$ cat config.mk
export PLATFORM = sky130hd
export DESIGN_NAME = dshot_frame_sequencer
export DESIGN_NICKNAME = d
export VERILOG_FILES = /design/src/rtl/dshot_frame_sequencer.sv
export SDC_FILE = /design/constraint.sdc
export NUM_CORES = 1
export LEC_CHECK = 0
export ABC_AREA = 0
export BUFFER_PORTS_ARGS = -buffer_cell sky130_fd_sc_hd__buf_2
export CORE_ASPECT_RATIO = 0.8
export CORE_MARGIN = 4
export CORE_UTILIZATION = 54
export CTS_BUF_LIST = sky130_fd_sc_hd__clkbuf_2 sky130_fd_sc_hd__clkbuf_4 sky130_fd_sc_hd__clkbuf_8
export DETAILED_ROUTE_END_ITERATION = 10
export PLACE_DENSITY = 0.82
export SLEW_MARGIN = 20
export SYNTH_ARGS = -nofsm -noshare
export SYNTH_HDL_FRONTEND = slang
export SYNTH_SLANG_ARGS = --single-unit
$ cat constraint.sdc
create_clock -name clk_in -period 4.6 [get_ports clk_in]
set_input_delay 0.92 -clock clk_in [delete_from_list [all_inputs] [get_ports clk_in]]
set_output_delay 0.92 -clock clk_in [all_outputs]
set_load 0.02 [all_outputs]
$ cat src/rtl/dshot_frame_sequencer.sv
// DShot output sequencer: accepts throttle commands, appends the CRC nibble and shifts
// the frame onto the line. Bit timing comes from an external baud generator.
module dshot_frame_sequencer #(
    parameter int GAP_BITS    = 16,
    parameter bit AUTO_REPEAT = 1'b1
) (
    input  logic        clk_in,
    input  logic        rst,
    // valid/ready: a command transfers on a cycle where cmd_valid and cmd_ready are both
    // high; cmd_ready is high exactly when the single pending slot is empty.
    input  logic        cmd_valid,
    output logic        cmd_ready,
    input  logic [10:0] cmd_throttle,
    input  logic        cmd_telem,
    output logic        baud_enable,
    input  logic        baud_tick,
    input  logic        baud_half,
    input  logic        baud_quarter,
    output logic        dshot_out,
    output logic        busy,
    output logic        frame_done,
    output logic [1:0]  dbg_state
);

    localparam int GAP_W = $clog2(GAP_BITS + 1);
    localparam logic [GAP_W-1:0] GAP_LAST = GAP_W'(GAP_BITS - 1);

    typedef enum logic [1:0] {
        IDLE = 2'd0,
        SEND = 2'd1,
        GAP  = 2'd2
    } state_t;

    state_t             state_q, state_d;
    logic               pend_valid_q, pend_valid_d;
    logic [15:0]        pend_frame_q, pend_frame_d;
    logic [15:0]        last_frame_q, last_frame_d;
    logic               sent_any_q, sent_any_d;
    logic [15:0]        shift_q, shift_d;
    logic [3:0]         bit_cnt_q, bit_cnt_d;
    logic [GAP_W-1:0]   gap_cnt_q, gap_cnt_d;
    logic               baud_en_q, baud_en_d;
    logic               dshot_q, dshot_d;
    logic               done_q, done_d;
    logic               accept;

    function automatic logic [15:0] build_frame(input logic [10:0] thr, input logic tel);
        logic [11:0] v;
        v = {thr, tel};
        return {v, v[3:0] ^ v[7:4] ^ v[11:8]};
    endfunction

    assign accept = cmd_valid && !pend_valid_q;

    always_ff @(posedge clk_in or posedge rst) begin
        if (rst) begin
            state_q      <= IDLE;
            pend_valid_q <= 1'b0;
            pend_frame_q <= '0;
            last_frame_q <= '0;
            sent_any_q   <= 1'b0;
            shift_q      <= '0;
            bit_cnt_q    <= '0;
            gap_cnt_q    <= '0;
            baud_en_q    <= 1'b0;
            dshot_q      <= 1'b0;
            done_q       <= 1'b0;
        end else begin
            state_q      <= state_d;
            pend_valid_q <= pend_valid_d;
            pend_frame_q <= pend_frame_d;
            last_frame_q <= last_frame_d;
            sent_any_q   <= sent_any_d;
            shift_q      <= shift_d;
            bit_cnt_q    <= bit_cnt_d;
            gap_cnt_q    <= gap_cnt_d;
            baud_en_q    <= baud_en_d;
            dshot_q      <= dshot_d;
            done_q       <= done_d;
        end
    end

    always_comb begin
        state_d      = state_q;
        pend_valid_d = pend_valid_q;
        pend_frame_d = pend_frame_q;
        last_frame_d = last_frame_q;
        sent_any_d   = sent_any_q;
        shift_d      = shift_q;
        bit_cnt_d    = bit_cnt_q;
        gap_cnt_d    = gap_cnt_q;
        baud_en_d    = baud_en_q;
        dshot_d      = 1'b0;
        done_d       = 1'b0;

        // Loads only happen with the slot full and accepts only with it empty, so they never collide.
        if (accept) begin
            pend_valid_d = 1'b1;
            pend_frame_d = build_frame(cmd_throttle, cmd_telem);
        end

        case (state_q)
            IDLE: begin
                baud_en_d = 1'b0;
                if (pend_valid_q) begin
                    shift_d      = pend_frame_q;
                    last_frame_d = pend_frame_q;
                    bit_cnt_d    = 4'd15;
                    pend_valid_d = 1'b0;
                    sent_any_d   = 1'b1;
                    baud_en_d    = 1'b1;
                    state_d      = SEND;
                end
            end
            SEND: begin
                baud_en_d = 1'b1;
                // '1' stays high for three quarters of the period, '0' for the first quarter.
                dshot_d = shift_q[15] ? !(baud_half && baud_quarter)
                                      : (!baud_half && !baud_quarter);
                if (baud_tick) begin
                    if (bit_cnt_q == 4'd0) begin
                        done_d    = 1'b1;
                        gap_cnt_d = '0;
                        state_d   = GAP;
                    end else begin
                        shift_d   = {shift_q[14:0], 1'b0};
                        bit_cnt_d = bit_cnt_q - 4'd1;
                    end
                end
            end
            GAP: begin
                baud_en_d = 1'b1;
                if (baud_tick) begin
                    if (gap_cnt_q == GAP_LAST) begin
                        if (pend_valid_q) begin
                            shift_d      = pend_frame_q;
                            last_frame_d = pend_frame_q;
                            bit_cnt_d    = 4'd15;
                            pend_valid_d = 1'b0;
                            sent_any_d   = 1'b1;
                            state_d      = SEND;
                        end else if (AUTO_REPEAT && sent_any_q) begin
                            shift_d   = last_frame_q;
                            bit_cnt_d = 4'd15;
                            state_d   = SEND;
                        end else begin
                            baud_en_d = 1'b0;
                            state_d   = IDLE;
                        end
                    end else begin
                        gap_cnt_d = gap_cnt_q + 1'b1;
                    end
                end
            end
            default: begin
                baud_en_d = 1'b0;
                state_d   = IDLE;
            end
        endcase
    end

    assign cmd_ready   = !pend_valid_q;
    assign busy        = (state_q != IDLE);
    assign baud_enable = baud_en_q;
    assign dshot_out   = dshot_q;
    assign frame_done  = done_q;
    assign dbg_state   = state_q;

endmodule
==> Yosys cells after proc, flatten, opt, wreduce, memory -nomap -nowiden <==
Index checks and enable logic that the tools add are counted.
{ "totals": {"out_inout_bits": 7, "mem_count": 0, "regBits": 64, "inputBits": 18, "latch_bits": 0, "mem_bits_ro": 0, "ramBits": 0, "word_cells": 96} }
{ "op_classes": {"magnitude_cmp": 0, "shift": 0, "bitwise": 2, "mux": 53, "n_eq_ne": 11, "multipliers": 0, "add_sub_neg": 2, "n_reduce_logical": 17, "div_mod_pow": 0} }
{ "op_table": {"columns": ["operator", "n"], "rows": [
  ["2-to-1 mux 16 bit", 10],
  ["one-hot mux 16 bit (3 select lines)", 1],
  ["one-hot mux 16 bit (2 select lines)", 1],
  ["2-to-1 mux 4 bit", 7],
  ["2-to-1 mux 5 bit", 4],
  ["2-to-1 mux 1 bit", 19],
  ["!= test 2 bit, second input constant", 7],
  ["one-hot mux 4 bit (3 select lines)", 1],
  ["2-to-1 mux 2 bit", 5],
  ["one-hot mux 5 bit (2 select lines)", 1],
  ["AND reduction 5 bit", 2],
  ["bitwise XOR 4 bit", 2],
  ["AND reduction 7 bit", 1],
  ["one-hot mux 2 bit (3 select lines)", 1],
  ["nonzero test 2 bit", 3],
  ["adder 5 x 1 -> 5 bit, second input constant", 1],
  ["== test 5 x 4 -> 1 bit, second input constant", 1],
  ["zero test 1 bit", 4],
  ["zero test 4 bit", 1],
  ["one-hot mux 1 bit (2 select lines)", 2],
  ["subtractor 4 x 1 -> 4 bit, second input constant", 1],
  ["logical AND 1 bit", 3],
  ["!= test 3 bit, second input constant", 1],
  ["one-hot mux 1 bit (3 select lines)", 1],
  ["other kinds (5)", 5]
]} }

==> Longest topological paths before layout <==
{ "logic_depth": {"depth_word": 7, "mapped_depth": 8, "ltp_nobuf": 7} }

==> Least setup slack after synthesis <==
OpenSTA, ideal clock, no wires.
{ "synth_timing": {"kind": "reg2reg", "start": "reg state_q[1], in the netlist dbg_state[1]", "end": "reg bit_cnt_q[0]", "required_ps": 4475, "n_path_buf": 2, "setup_ps": 125, "t_arrival_ps": 1939, "period_less_slack_ps": 2065, "setup_slack_ps": 2535, "path_stages_with_launch": 9, "cell_sequence": "dfrtp_1 -> inv_1 -> ha_1 -> buf_4 -> inv_4 -> mux2i_2 -> nand3_4 -> buf_6 -> mux2_4"} }
{ "synth_via": {"elab_chain_cells": 3, "word_cells_on_any_way": 12, "classes_between": "eq/ne: 8; mux: 1; reduce/logical: 3"} }
{ "synth_lines": {"columns": ["item", "line_no", "source"], "rows": [
  ["start: declaration", "34", "state_t state_q, state_d;"],
  ["start signal: assignment", "69", "state_q <= state_d;"],
  ["== test 2 bit (tied with other cells)", "102", "case (state_q)"],
  ["!= test 3 bit (no line) (tied with other cells)", null, null],
  ["AND reduction 7 bit (no line)", null, null],
  ["end signal: assignment", "75", "bit_cnt_q <= bit_cnt_d;"],
  ["end: declaration", "40", "logic [3:0] bit_cnt_q, bit_cnt_d;"]
]} }
Several ways; a longest one is shown, not always the timed one.
A chain may end at the register's enable or synchronous reset.

==> Final worst setup path <==
{ "layout_timing": {"start": "reg state_q[1], in the netlist dbg_state[1]", "end": "reg shift_q[4]"} }
{ "layout_via": {"elab_chain_cells": 3, "word_cells_on_any_way": 12, "classes_between": "eq/ne: 8; mux: 1; reduce/logical: 3"} }
{ "layout_lines": {"columns": ["item", "line_no", "source"], "rows": [
  ["== test 2 bit (tied with other cells)", "102", null],
  ["!= test 3 bit (no line) (tied with other cells)", null, null],
  ["AND reduction 7 bit (no line)", null, null],
  ["end signal: assignment", "74", "shift_q <= shift_d;"],
  ["end: declaration", "39", "logic [15:0] shift_q, shift_d;"]
]} }
Several ways; a longest one is shown, not always the timed one.

==> results.json <==
{
  "grt_pass1_vias": 2193,
  "p_comb_share_pct": 47.2,
  "layout.nets": 335,
  "ant_nets": 0,
  "postSynthAreaPerCell_um2": 11.1,
  "seqPwrFrac_pct": 37.4,
  "dp_hpwl_mm": 4.44,
  "first_pass_iters": 4,
  "worstHoldPathType": "flop to flop",
  "antenna_found_initial": 0,
  "end_kind": "flop",
  "status": "finished clean",
  "drc": 0,
  "finalCritPeriodShare_pct": 57.9,
  "leakage_nw": 1.69,
  "async_reset_ff_share_pct": 100,
  "portBuffers": 24,
  "synth_commonest_cells": "dfrtp_1 (64), nand2_1 (60), a22o_1 (28)",
  "clk_path_buf_depth": 2,
  "synthCells": 289,
  "crit_fanout": 26,
  "drive_gt1_share_pct": 26.6,
  "rsz0062_at_grt": "no",
  "finalNonFillerCells": 390,
  "p_switching_mw": 1.06,
  "ys_warn_count": 0,
  "antenna_cells": 0,
  "initial_utilization_pct": 57.3,
  "slew_violations": 0,
  "synth_edf_count": 0,
  "cts.sinks": 64,
  "ctsRootBufferMaster": "clkbuf_8",
  "cts.clk_slew.worst_paths_ns": 0.07,
  "cap_violations": 0,
  "post_cts_buffers": 0,
  "synth_area_um2": 3220,
  "grt_overflow": 0,
  "cts_buffers": 9,
  "syn2layout_area_growth_pct": 9.80,
  "place_inst": 377,
  "period_needed_ns": 2.66,
  "netlist.area_leader.share_pct": 49.8,
  "wl_mm": 6.37,
  "required_ns": 4.82,
  "fmax_mhz": 376,
  "yosysSeqAreaShare_pct": 49.8,
  "postCtsHoldBufs": 0,
  "arrival_ns": 2.88,
  "internal_power_mw": 1.66,
  "ir_drop_mv": 0.400,
  "vias": 2227,
  "cp-start-kind": "flop",
  "synthDistinctLibCells": 44,
  "netSwitchingFraction_pct": 38.9,
  "slew_headroom_pct": 34.0,
  "clock_latency_ns": 0.35,
  "cts_max_level": 3,
  "synth.most_common_cell": "dfrtp_1",
  "grt_pass1_wl_mm": 10.7,
  "drt_iter0_drc": 124,
  "worst_pin_slew_ns": 0.990,
  "chipWidth_um": 94.3,
  "synth_fp_nets": 314,
  "rows": 24,
  "skew_ns": 0.0117,
  "cts_tree": "done",
  "n_fill_cell": 443,
  "wl_per_cell_um": 16.3,
  "synthTopCellsByArea": "dfrtp_1 (50%), mux2_2 (8.4%), a22o_1 (7.6%)",
  "p_clk_share_pct": 15.4,
  "cts_resized": 0,
  "finalHoldViolations": 0,
  "pin_count": 25,
  "powerDensity_nw_per_um2": 767,
  "dieArea_um2": 7270,
  "place.gp.congestion": 0.780,
  "grt_max_degree": 47,
  "yosys.area.top_type": "dfrtp_1",
  "die_y_um": 77.0,
  "ys_ff_latch": 64,
  "setup_tns_ns": 0,
  "viasPerCell": 5.71,
  "synth_flop_cell": "dfrtp_1",
  "core_area_um2": 5620,
  "track_usage_pct": 19.5,
  "setup_viol": 0,
  "critPathKind": "flop to flop"
}
-- kinds of logic (layout without fill, tap and decap cells) --
family,after synthesis,after routing,share of synthesized area (%)
XOR/XNOR,8,8,2.18
flip-flops,64,64,49.8
adder cells (fa/ha/maj),7,7,2.72
buffers and inverters,25,48,3.62
multiplexers,35,35,13.5
AND/OR/NAND/NOR,91,91,13.4
AO/OA/AOI/OAI,59,59,14.8
-- cell type report --
| class | count | area (um^2) | area share (%) |
|---|---|---|---|
| Tap cell | 78 | 97.6 | 2.76 |
| Clock inverter | 1 | 5.00 | 0.142 |
| Multi-Input combinational cell | 200 | 1500 | 42.5 |
| Sequential cell | 64 | 1600 | 45.3 |
| Clock buffer | 12 | 159 | 4.50 |
| Timing Repair Buffer | 25 | 128 | 3.61 |
| Inverter | 10 | 40.0 | 1.13 |
-- per-layer routing --
metal	track usage [%]	wire [um]
met4	7.79	107
met1	25.7	2860
met2	28.8	3080
met5	0	0
met3	7.63	334
-- final timing paths --
check	slack (ns)	cells after the start	end	from
min reg2reg	0.50	2	gap_cnt_q[4]$_DFFE_PP0P_	gap_cnt_q[4]$_DFFE_PP0P_
max reg2reg	1.94	6	shift_q[4]$_DFFE_PP0P_	dbg_state[1]$_DFFE_PP0P_
max	1.94	6	shift_q[4]$_DFFE_PP0P_	dbg_state[1]$_DFFE_PP0P_
min in group asynchronous	0.79	2	gap_cnt_q[4]$_DFFE_PP0P_	rst
min	0.50	2	gap_cnt_q[4]$_DFFE_PP0P_	gap_cnt_q[4]$_DFFE_PP0P_
max in group asynchronous	3.00	3	pend_frame_q[3]$_DFFE_PP0P_	rst
-- stage by stage --
stage               hold WS, ns  instance area, um^2  setup WS, ns  total power, mW  util [%]
detailed placement        0.487                 3370          1.99             2.30      60.0
finish                    0.497                 3530          1.94             2.71      62.9
CTS                       0.503                 3530          1.97             2.73      62.9
global placement          0.464                 3370          2.10             2.23      60.0
floorplan                 0.450                 3220          2.08             2.05         -
global route              0.524                 3530          1.77             2.91      62.9
-- cells in the final DEF (no fill, tap or decap), types with 3 or more instances in the layout --
cell	synthesis	routed
a21oi_1	6	6
a22o_1	28	28
a31oi_1	3	3
buf_2	4	24
clkbuf_8	0	11
dfrtp_1	64	64
ha_1	7	7
inv_1	9	8
mux2_2	24	24
mux2_4	10	10
nand2_1	60	60
nand2b_1	3	3
nand3_1	6	6
nor2_1	4	4
nor2b_1	5	4
o21ai_0	10	10
xnor2_1	4	4
xor2_1	4	4
-- critical path, stage by stage (launching register included) --
cell and delay (ns):
dfrtp_1 0.42, inv_1 0.10, ha_1 0.81, inv_4 0.13, mux2i_2 0.35, nand3_4 0.32, mux2_4 0.39
-- registers in the layout (all words and copies together) (netlist names) --
| register | cells |
|---|---|
| bit_cnt_q | 4 |
| frame_done | 1 |
| shift_q | 16 |
| gap_cnt_q | 5 |
| dbg_state | 2 |
| last_frame_q | 16 |
| pend_frame_q | 16 |
| baud_enable | 1 |
| dshot_out | 1 |
| sent_any_q | 1 |
| pend_valid_q | 1 |
-- power by group through the flow --
stage | logic (mW) | registers, mW | clock network [mW]
after global routing | 1.41 | 1.04 | 0.454
after CTS | 1.29 | 1.01 | 0.428
after floorplan | 1.08 | 0.964 | 0
after detailed placement | 1.29 | 1.02 | 0
final | 1.28 | 1.01 | 0.418
after global placement | 1.23 | 1.00 | 0
No activity file was read; power rests on OpenSTA's default activity.
